[src/rtl/joy_db15_pkg.sv]
// Shared types and constants for the DB15 splitter chain scanner:
// FSM states, per-player button indices and the 24-bit board bit map.
package joy_db15_pkg;

    typedef enum logic [1:0] {
        ST_LOAD  = 2'd0,
        ST_SKIP  = 2'd1,
        ST_SHIFT = 2'd2,
        ST_GAP   = 2'd3
    } joy_state_e;

    localparam int JOY_R      = 0;
    localparam int JOY_L      = 1;
    localparam int JOY_DN     = 2;
    localparam int JOY_UP     = 3;
    localparam int JOY_A      = 4;
    localparam int JOY_B      = 5;
    localparam int JOY_C      = 6;
    localparam int JOY_D      = 7;
    localparam int JOY_E      = 8;
    localparam int JOY_F      = 9;
    localparam int JOY_START  = 10;
    localparam int JOY_SELECT = 11;

    typedef struct packed {
        logic       player_sel;
        logic [3:0] button_idx;
    } joy_map_t;

    // Entry i describes chain bit i of one board; player_sel 0 = X, 1 = Y.
    localparam joy_map_t [23:0] BOARD_MAP = {
        {1'b1, 4'(JOY_A)},     {1'b1, 4'(JOY_B)},      {1'b1, 4'(JOY_C)},     {1'b1, 4'(JOY_D)},
        {1'b1, 4'(JOY_START)}, {1'b1, 4'(JOY_SELECT)}, {1'b1, 4'(JOY_E)},     {1'b1, 4'(JOY_F)},
        {1'b0, 4'(JOY_START)}, {1'b0, 4'(JOY_SELECT)}, {1'b0, 4'(JOY_E)},     {1'b0, 4'(JOY_F)},
        {1'b1, 4'(JOY_UP)},    {1'b1, 4'(JOY_DN)},     {1'b1, 4'(JOY_L)},     {1'b1, 4'(JOY_R)},
        {1'b0, 4'(JOY_UP)},    {1'b0, 4'(JOY_DN)},     {1'b0, 4'(JOY_L)},     {1'b0, 4'(JOY_R)},
        {1'b0, 4'(JOY_A)},     {1'b0, 4'(JOY_B)},      {1'b0, 4'(JOY_C)},     {1'b0, 4'(JOY_D)}
    };

    // Position in the packed joystick vector of a chain bit counted across all boards.
    function automatic int joy_pos(input int chain_bit);
        joy_map_t m;
        m = BOARD_MAP[5'(chain_bit % 24)];
        return 16 * (2 * (chain_bit / 24) + int'(m.player_sel)) + int'(m.button_idx);
    endfunction

endpackage

[src/rtl/joy_db15_chain_clkgen.sv]
// Clock-enable divider: JOY_CLK toggles every CLK_DIV clk cycles and rise_o marks
// the clk cycle at whose end JOY_CLK goes 0->1.
module joy_db15_chain_clkgen #(
    parameter int CLK_DIV = 8
) (
    input  logic clk_i,
    input  logic rst_i,
    output logic joy_clk_o,
    output logic rise_o
);

    localparam int             DW       = $clog2(CLK_DIV);
    localparam logic [DW-1:0]  DIV_LAST = DW'(CLK_DIV - 1);

    logic [DW-1:0] div_q, div_d;
    logic          clk_q, clk_d;
    logic          rise_q, rise_d;

    // Divider wrap, JOY_CLK toggle and look-ahead of the rise strobe.
    always_comb begin
        div_d = div_q;
        clk_d = clk_q;
        if (div_q == DIV_LAST) begin
            div_d = '0;
            clk_d = ~clk_q;
        end else begin
            div_d = div_q + DW'(1);
        end
        rise_d = (div_d == DIV_LAST) & ~clk_d;
    end

    // Divider state registers.
    always_ff @(posedge clk_i or posedge rst_i) begin
        if (rst_i) begin
            div_q  <= '0;
            clk_q  <= 1'b0;
            rise_q <= 1'b0;
        end else begin
            div_q  <= div_d;
            clk_q  <= clk_d;
            rise_q <= rise_d;
        end
    end

    assign joy_clk_o = clk_q;
    assign rise_o    = rise_q;

endmodule

[src/rtl/joy_db15_chain.sv]
// Scanner for daisy-chained DB15 splitter boards; frames are captured into a shadow
// register and committed atomically. Define JOY_DB15_DEBOUNCE_EN to commit only on two equal frames.
module joy_db15_chain
    import joy_db15_pkg::*;
#(
    parameter int CLK_DIV    = 8,
    parameter int NUM_BOARDS = 1,
    parameter int FRAME_GAP  = 0
) (
    input  logic                      clk,
    input  logic                      reset,
    output logic                      JOY_CLK,
    output logic                      JOY_LOAD,
    input  logic                      JOY_DATA,
    output logic [32*NUM_BOARDS-1:0]  joystick,
    output logic                      frame_valid
);

    localparam int            CHAIN_BITS = 24 * NUM_BOARDS;
    localparam int            JW         = 32 * NUM_BOARDS;
    localparam int            PW         = $clog2(JW);
    localparam int            CW         = $clog2(CHAIN_BITS + 16);
    localparam logic [CW-1:0] LAST_BIT   = CW'(CHAIN_BITS - 1);
    localparam logic [CW-1:0] GAP_LAST   = CW'(FRAME_GAP - 1);

    joy_state_e    state_q, state_d;
    logic [CW-1:0] cnt_q, cnt_d;
    logic [JW-1:0] shadow_q, shadow_d;
    logic [JW-1:0] joy_q, joy_d;
    logic          load_q, load_d;
    logic          pend_q, pend_d;
    logic          valid_q, valid_d;
    logic [PW-1:0] pos_s;
    logic          rise_s;

    joy_db15_chain_clkgen #(.CLK_DIV(CLK_DIV)) u_clkgen (
        .clk_i     (clk),
        .rst_i     (reset),
        .joy_clk_o (JOY_CLK),
        .rise_o    (rise_s)
    );

    // Frame sequencer: state names the action taken at the next rise strobe.
    always_comb begin
        state_d  = state_q;
        cnt_d    = cnt_q;
        shadow_d = shadow_q;
        load_d   = load_q;
        pend_d   = 1'b0;
        pos_s    = '0;
        if (rise_s) begin
            case (state_q)
                ST_LOAD: begin
                    load_d   = 1'b0;
                    shadow_d = '0;
                    state_d  = ST_SKIP;
                end
                ST_SKIP: begin
                    load_d  = 1'b1;
                    cnt_d   = '0;
                    state_d = ST_SHIFT;
                end
                ST_SHIFT: begin
                    for (int k = 0; k < CHAIN_BITS; k++) begin
                        pos_s = (cnt_q == CW'(k)) ? PW'(joy_pos(k)) : pos_s;
                    end
                    shadow_d[pos_s] = ~JOY_DATA;
                    if (cnt_q == LAST_BIT) begin
                        pend_d  = 1'b1;
                        cnt_d   = '0;
                        state_d = (FRAME_GAP == 0) ? ST_LOAD : ST_GAP;
                    end else begin
                        cnt_d = cnt_q + CW'(1);
                    end
                end
                ST_GAP: begin
                    if (cnt_q == GAP_LAST) begin
                        state_d = ST_LOAD;
                    end else begin
                        cnt_d = cnt_q + CW'(1);
                    end
                end
                default: state_d = ST_LOAD;
            endcase
        end else begin
            state_d = state_q;
        end
    end

`ifdef JOY_DB15_DEBOUNCE_EN
    logic [JW-1:0] prev_q, prev_d;
    logic          prev_ok_q, prev_ok_d;

    // Commit only when two consecutive captures agree.
    always_comb begin
        joy_d     = joy_q;
        valid_d   = 1'b0;
        prev_d    = prev_q;
        prev_ok_d = prev_ok_q;
        if (pend_q) begin
            prev_d    = shadow_q;
            prev_ok_d = 1'b1;
            if (prev_ok_q && (shadow_q == prev_q)) begin
                joy_d   = shadow_q;
                valid_d = 1'b1;
            end else begin
                joy_d = joy_q;
            end
        end else begin
            joy_d = joy_q;
        end
    end

    // Previous-capture registers.
    always_ff @(posedge clk or posedge reset) begin
        if (reset) begin
            prev_q    <= '0;
            prev_ok_q <= 1'b0;
        end else begin
            prev_q    <= prev_d;
            prev_ok_q <= prev_ok_d;
        end
    end
`else
    // Every completed frame is committed.
    always_comb begin
        joy_d   = joy_q;
        valid_d = 1'b0;
        if (pend_q) begin
            joy_d   = shadow_q;
            valid_d = 1'b1;
        end else begin
            joy_d = joy_q;
        end
    end
`endif

    // Sequencer, shadow and output registers.
    always_ff @(posedge clk or posedge reset) begin
        if (reset) begin
            state_q  <= ST_LOAD;
            cnt_q    <= '0;
            shadow_q <= '0;
            load_q   <= 1'b1;
            pend_q   <= 1'b0;
            joy_q    <= '0;
            valid_q  <= 1'b0;
        end else begin
            state_q  <= state_d;
            cnt_q    <= cnt_d;
            shadow_q <= shadow_d;
            load_q   <= load_d;
            pend_q   <= pend_d;
            joy_q    <= joy_d;
            valid_q  <= valid_d;
        end
    end

    assign JOY_LOAD    = load_q;
    assign joystick    = joy_q;
    assign frame_valid = valid_q;

endmodule

[config.mk]
export PLATFORM = sky130hd
export DESIGN_NAME = joy_db15_chain
export DESIGN_NICKNAME = d
export VERILOG_FILES = /design/src/rtl/joy_db15_pkg.sv /design/src/rtl/joy_db15_chain_clkgen.sv /design/src/rtl/joy_db15_chain.sv
export SDC_FILE = /design/constraint.sdc
export NUM_CORES = 1
export LEC_CHECK = 0
export ABC_AREA = 1
export CAP_MARGIN = 20
export CORE_ASPECT_RATIO = 2
export CORE_MARGIN = 3
export CORE_UTILIZATION = 55
export DETAILED_ROUTE_END_ITERATION = 8
export HOLD_SLACK_MARGIN = 0.08
export PLACE_DENSITY = 0.76
export SYNTH_ARGS = -nofsm -noshare
export SYNTH_HDL_FRONTEND = slang
export SYNTH_HIERARCHICAL = 1
export SYNTH_SLANG_ARGS = --single-unit
[constraint.sdc]
create_clock -name clk -period 2.5 [get_ports clk]
set_input_delay 0.25 -clock clk [delete_from_list [all_inputs] [get_ports clk]]
set_output_delay 0.25 -clock clk [all_outputs]
set_load 0.005 [all_outputs]
# After elaboration in Yosys (flattened, before gate mapping)
# Cells that the tools add are included.
totals:
  regBits: 80
  word_cells: 101
  output_inout_bits: 35
  in_bits: 3
classes:
  eq_ne: 32
  n_lt_le_gt_ge: 2
  n_reduce_logical: 10
  n_addsub: 2
  muxes: 41
  n_bitwise: 4
op_table:
  columns: ["op", "n"]
  rows:
  - ["2-to-1 mux 5 bit", 16]
  - ["one-hot mux 32 bit (2 select lines)", 1]
  - ["equality test 6 x 4 -> 1 bit (second input constant)", 8]
  - ["equality test 6 x 5 -> 1 bit (second input constant)", 8]
  - ["bitwise mux 32 bit", 1]
  - ["2-to-1 mux 3 bit", 9]
  - ["equality test 6 x 3 -> 1 bit (second input constant)", 4]
  - ["one-hot mux 6 bit (3 select lines)", 1]
  - ["equality test 6 x 2 -> 1 bit (second input constant)", 2]
  - ["2-to-1 mux 6 bit", 2]
  - ["one-hot mux 2 bit (4 select lines)", 1]
  - ["adder 6 x 1 -> 6 bit (second input constant)", 1]
  - ["equality test 3 bit (second input constant)", 2]
  - ["equality test 6 x 1 -> 1 bit (second input constant)", 1]
  - ["equality test 6 bit (second input constant)", 1]
  - ["zero test 6 bit", 1]
  - ["< comparator 5 x 6 -> 1 bit (second input constant)", 1]
  - ["2-to-1 mux 1 bit", 6]
  - ["!= test 2 bit (second input constant)", 3]
  - ["AND reduction 3 bit", 2]
  - ["demux 1 bit (select 5 bit)", 1]
  - ["greater-or-equal comparator 5 x 1 -> 1 bit (second input constant)", 1]
  - ["equality test 2 bit (second input constant)", 2]
  - ["2-to-1 mux 2 bit", 2]
  - ["other kinds (10)", 14]

# Longest topological paths before layout
# Gate-level depths: netlist of run 1.
logic_depth:
  ltp_word: 31
  mapped_depth: 21
  depth_no_buf: 21

# By module
# Netlist of run 1, hierarchy kept.
by_module_without_submodules:
  columns: ["mod", "instances", "area_per_inst_um2", "cells_per_inst", "seq_area_each_um2"]
  rows:
  - ["joy_db15_chain", 1, 3390.8, 370, 1878.1]
  - ["joy_db15_chain_clkgen", 1, 211.5, 19, 125.1]

# Worst setup path before layout of run 1
# Ideal clock, no wire load.
synth_timing:
  path_type: "register -> register"
  startpoint: "register cnt_q[0]"
  endpoint: "register shadow_q[16]"
  path_stages_with_launch: 16
  setup_ns: 0.116
  t_arrival_ns: 1.769
  path_slack_ns: 0.615
  path_buffers: 0
  path_cell_list: "dfrtp_1 inv_1 ha_1 inv_1 nor2_4 nand2_1 nand2_1 nor3_1 a21oi_1 nand4_4 inv_2 nand2_2 nor2_1 o21ai_1 nand2_1 nand2_1"
synth_via:
  elab_chain_cells: 31
  elab_cells_between_ends: 47
  cone_classes: "2 x order compare; 15 x eq/ne; 28 x mux; 2 x reduce/logical"
synth_lines:
  columns: ["item", "line", "rtl"]
  rows:
  - ["start, declared", "joy_db15_chain.sv:27", "logic [CW-1:0] cnt_q, cnt_d;"]
  - ["start signal, assigned", "joy_db15_chain.sv:150", "cnt_q <= cnt_d;"]
  - ["zero test 6 bit", "joy_db15_chain.sv:65", "pos_s = (cnt_q == CW'(k)) ? PW'(joy_pos(k)) : pos_s;"]
  - ["2-to-1 mux 3 bit (8 in a row)", "joy_db15_chain.sv:65", null]
  - ["2-to-1 mux 5 bit (7 in a row)", "joy_db15_chain.sv:65", null]
  - ["2-to-1 mux 5 bit (*) (9 in a row)", "joy_db15_chain.sv:65", null]
  - ["< comparator 5 x 6 -> 1 bit (not written as such) / greater-or-equal comparator 5 x 1 -> 1 bit (equally long branches)", "joy_db15_chain.sv:67", "shadow_d[pos_s] = ~JOY_DATA;"]
  - ["logical AND 1 bit (not written as such)", "joy_db15_chain.sv:67", null]
  - ["2-to-1 mux 1 bit (not written as such)", "joy_db15_chain.sv:67", null]
  - ["demux 1 bit (select 5 bit) (*)", "joy_db15_chain.sv:67", null]
  - ["bitwise mux 32 bit (*)", "joy_db15_chain.sv:67", null]
  - ["one-hot mux 32 bit (2 select lines) (*)", "joy_db15_chain.sv:52", "case (state_q)"]
  - ["end signal, assigned", "joy_db15_chain.sv:151", "shadow_q <= shadow_d;"]
  - ["end, declared", "joy_db15_chain.sv:28", "logic [JW-1:0] shadow_q, shadow_d;"]
# Mark *: on every way between the ends. The rest lies on a longest branch, timed or not. The select of a mux whose other input is x is not followed.
# A chain may end at the register's enable or synchronous reset.

# Worst setup path after layout of run 1
layout_timing:
  startpoint: "register cnt_q[0]"
  endpoint: "register shadow_q[4]"
# Same word-level chain as after synthesis.

==> results.toml, run 1 <==
[die]
die_width_um = 63.2
core_sq_um = 6310
initial_core_util_pct = 57.1
die_area_sq_um = 7620
rows = 41
io_pins = 38
die_y_um = 120

[power_and_ir_drop]
combPwrFrac_pct = 1.4
pwr-share-clk_pct = 53.4
finalPower_mw = 2.87
swShare_pct = 18.4
peakVddDrop_mv = 0.537
netSwitchingPower_uw = 528
power_density_nw_per_um2 = 639
seqPwrFrac_pct = 45.2
p_int_mw = 2.34
p_leak_nw = 2.23

[routing]
drc_errors = 0
antenna_left = 0
num_vias = 2741
drt-initial-drc-count = 137
wl_um = 7130
wl_per_cell_um = 13.5
drtPass1Iterations = 4
via_per_inst = 5.19

[sta]
tightest_slew_ns = 0.515
setup_ws_ns = 0.339
hold_violations = 0
max_slew_margin_pct = 65.6
min_period_over_period_pct = 86.4
rsz0062_at_grt = "no"
clock_skew_ns = 0.00369
setup_viol = 0
drv_slew = 0
min_period_ns = 2.16
final.setup.tns_ns = 0
fmax_mhz = 463
holdWs_ns = 0.155

[setup_path]
path_class = "register to register"
path_delay_family = "simple AND/OR/NAND/NOR gates"
critPathBufInv = 5
slowest_delay_ns = 0.40
endpoint_kind = "register"
crit_chain = "inv_1 -> ha_1 -> inv_1 -> nor2_4 -> nand2_1 -> nand2_1 -> nor3_1 -> a21oi_1 -> nand4_4 -> inv_2 -> nand2_2 -> inv_2 -> nand2_2 -> o21ai_1 -> inv_1"
r2r_cells = 15
cp.arrival_ns = 2.38
startpoint = "cnt_q[0]"
r2r_slack_ns = 0.34
worst_setup_path_start_kind = "register"
r2r_start = "cnt_q[0]"
cpMaxStageDelayCell = "dfrtp_1"
crit_required_ns = 2.72
reg2reg_to = "shadow_q[4]"
crit_fanout = 6
crit_top_cell = "inv_1"

[clock_network]
cts_buffer_depth = 2
clock_latency_ns = 0.33
clkTransAtPathRegs_ns = 0.06
ctsResizeCount = 0
cts_hold_repair.buffers = 0
htreeDepth = 3
numCtsBuffers = 9
post-cts-setup-buffers = 0
clock-sinks = 80
cts_tree = "yes"
cts_root_buffer = "clkbuf_16"

[synthesis]
ys_top_cells_by_count = "dfrtp_1 (79), nor2_1 (59), inv_1 (58), nand2_1 (53), a21oi_1 (27)"
synth_top_cell_area_share_pct = 54.9
syn_nets = 403
syn_area_per_cell_sq_um = 9.26
async_reset_ff_share_pct = 100
ys_ff_latch = 80
synthTopCellsByArea = "dfrtp_1 (55%), nor2_1 (6.1%), inv_1 (6.0%)"
yosysWarnings = 6
synth.most_common_cell = "dfrtp_1"
synth_seq_area_share_pct = 55.6
syn-cell-area_sq_um = 3600
synth_edf_count = 0
synth_cell_types = 34
synthCells = 389
synth_top_area_cell = "dfrtp_1"
synthFlopType = "dfrtp_1"

[place]
place_congestion = 0.940
dp_slack_ns = 0.389
numPortBuffers = 37
dp_hpwl_um = 5290

[global_routing]
grt_pass1_vias = 2857
grt_first_pass_wirelength_um = 12500
grt_overflow_total = 0
antenna_found_initial = 0
grt_start_max_net_pins = 39
track_usage_pct = 21.1

[layout]
postLayoutCoreUtil_pct = 71.1
regArea_sq_um = 2000
n_antenna_cell = 0
multi_input_area_sq_um = 1300
synthToLayoutAreaGrowth_pct = 24.5
nFillCells = 497
final_nets = 451
drive_above_1_share_pct = 15.4

[min_path]
hold_path.class = "primary input to asynchronous set/reset pin"

[run_status]
outcome = "completed"

[flow_run]
maxCapViolations = 0
power groups by stage:
stage	sequential [mW]	clock, mW	combinational, mW
2_1_floorplan	1.32	0	0.0221
3_3_place_gp	1.32	0	0.0404
3_5_place_dp	1.32	0	0.0414
4_1_cts	1.30	1.56	0.0417
5_1_grt	1.30	1.61	0.0454
6_report	1.30	1.53	0.0394
state kept, by name (all words and copies together), names as in the netlist:
signal	count
u_clkgen/rise_o	1
shadow_q	32
state_q	2
joystick	32
JOY_LOAD	1
frame_valid	1
u_clkgen/div_q	3
u_clkgen/joy_clk_o	1
cnt_q	6
pend_q	1
cells in the final DEF, fill, tap and decap left out, types with 3 or more instances in the layout:
cell type and instances:
dfrtp_1 79, nor2_1 59, inv_1 57, nand2_1 53, clkdlybuf4s50_1 37, a21oi_1 27, mux2_2 15, nand3_1 13
ha_1 11, o21ai_0 9, nand2_2 9, clkbuf_16 9, inv_2 8, buf_4 7, nor3_1 6, nor2_2 4
nand4_1 4, a31oi_1 4, o21ai_1 4, a22o_1 3, bufinv_16 3
kinds of logic (layout without fill, tap and decap cells):
kind of cell	after synthesis	count (layout)	share of synthesized area, %
compound gates	53	53	8.30
fa+ha+maj	11	11	3.82
buf+inv	75	128	8.23
flops	80	80	55.6
mux	15	15	4.69
simple gates	155	155	19.3
per-stage QoR:
step	instances	cell area (sq um)
floorplan	389	3600
global placement	512	4130
detailed placement	512	4130
CTS	528	4480
global route	528	4480
finish	528	4480
worst max-delay path by stage:
stage                    to  slack (ns)  cells after the start
2_1_floorplan      cnt_q[0]        0.34                      1
3_3_place_gp    shadow_q[0]        0.48                     11
3_5_place_dp   shadow_q[16]        0.39                     15
4_1_cts        shadow_q[16]        0.37                     15
5_1_grt        shadow_q[16]        0.12                     15
6_report        shadow_q[4]        0.34                     15
per-layer routing:
layer  global-route usage, %  part of all wire (%)  vias to the layer above
met5                       0                     0                        -
met3                    4.93                   3.9                       27
met4                    12.6                   4.3                        0
li1                        -                     -                     1337
met2                    37.9                    55                       77
met1                    22.0                    37                     1300
final cells by class:
type                            count  share of cell area (%)
Inverter                           66                    5.64
Clock buffer                       12                    5.72
Sequential cell                    80                    44.7
Clock inverter                      4                    2.20
Timing Repair Buffer               46                    10.3
Tap cell                           86                    2.40
Multi-Input combinational cell    234                    29.0
Power figures use the tool's default switching activity.
==> inputs of run 2 (changes only) <==
--- a/config.mk
+++ b/config.mk
@@ -6,7 +6,6 @@
 export NUM_CORES = 1
 export LEC_CHECK = 0
 export ABC_AREA = 1
-export CAP_MARGIN = 20
 export CORE_ASPECT_RATIO = 2
 export CORE_MARGIN = 3
 export CORE_UTILIZATION = 55
==> results of run 2 <==
Final layout, timing and power as in run 1 (identical DEF).
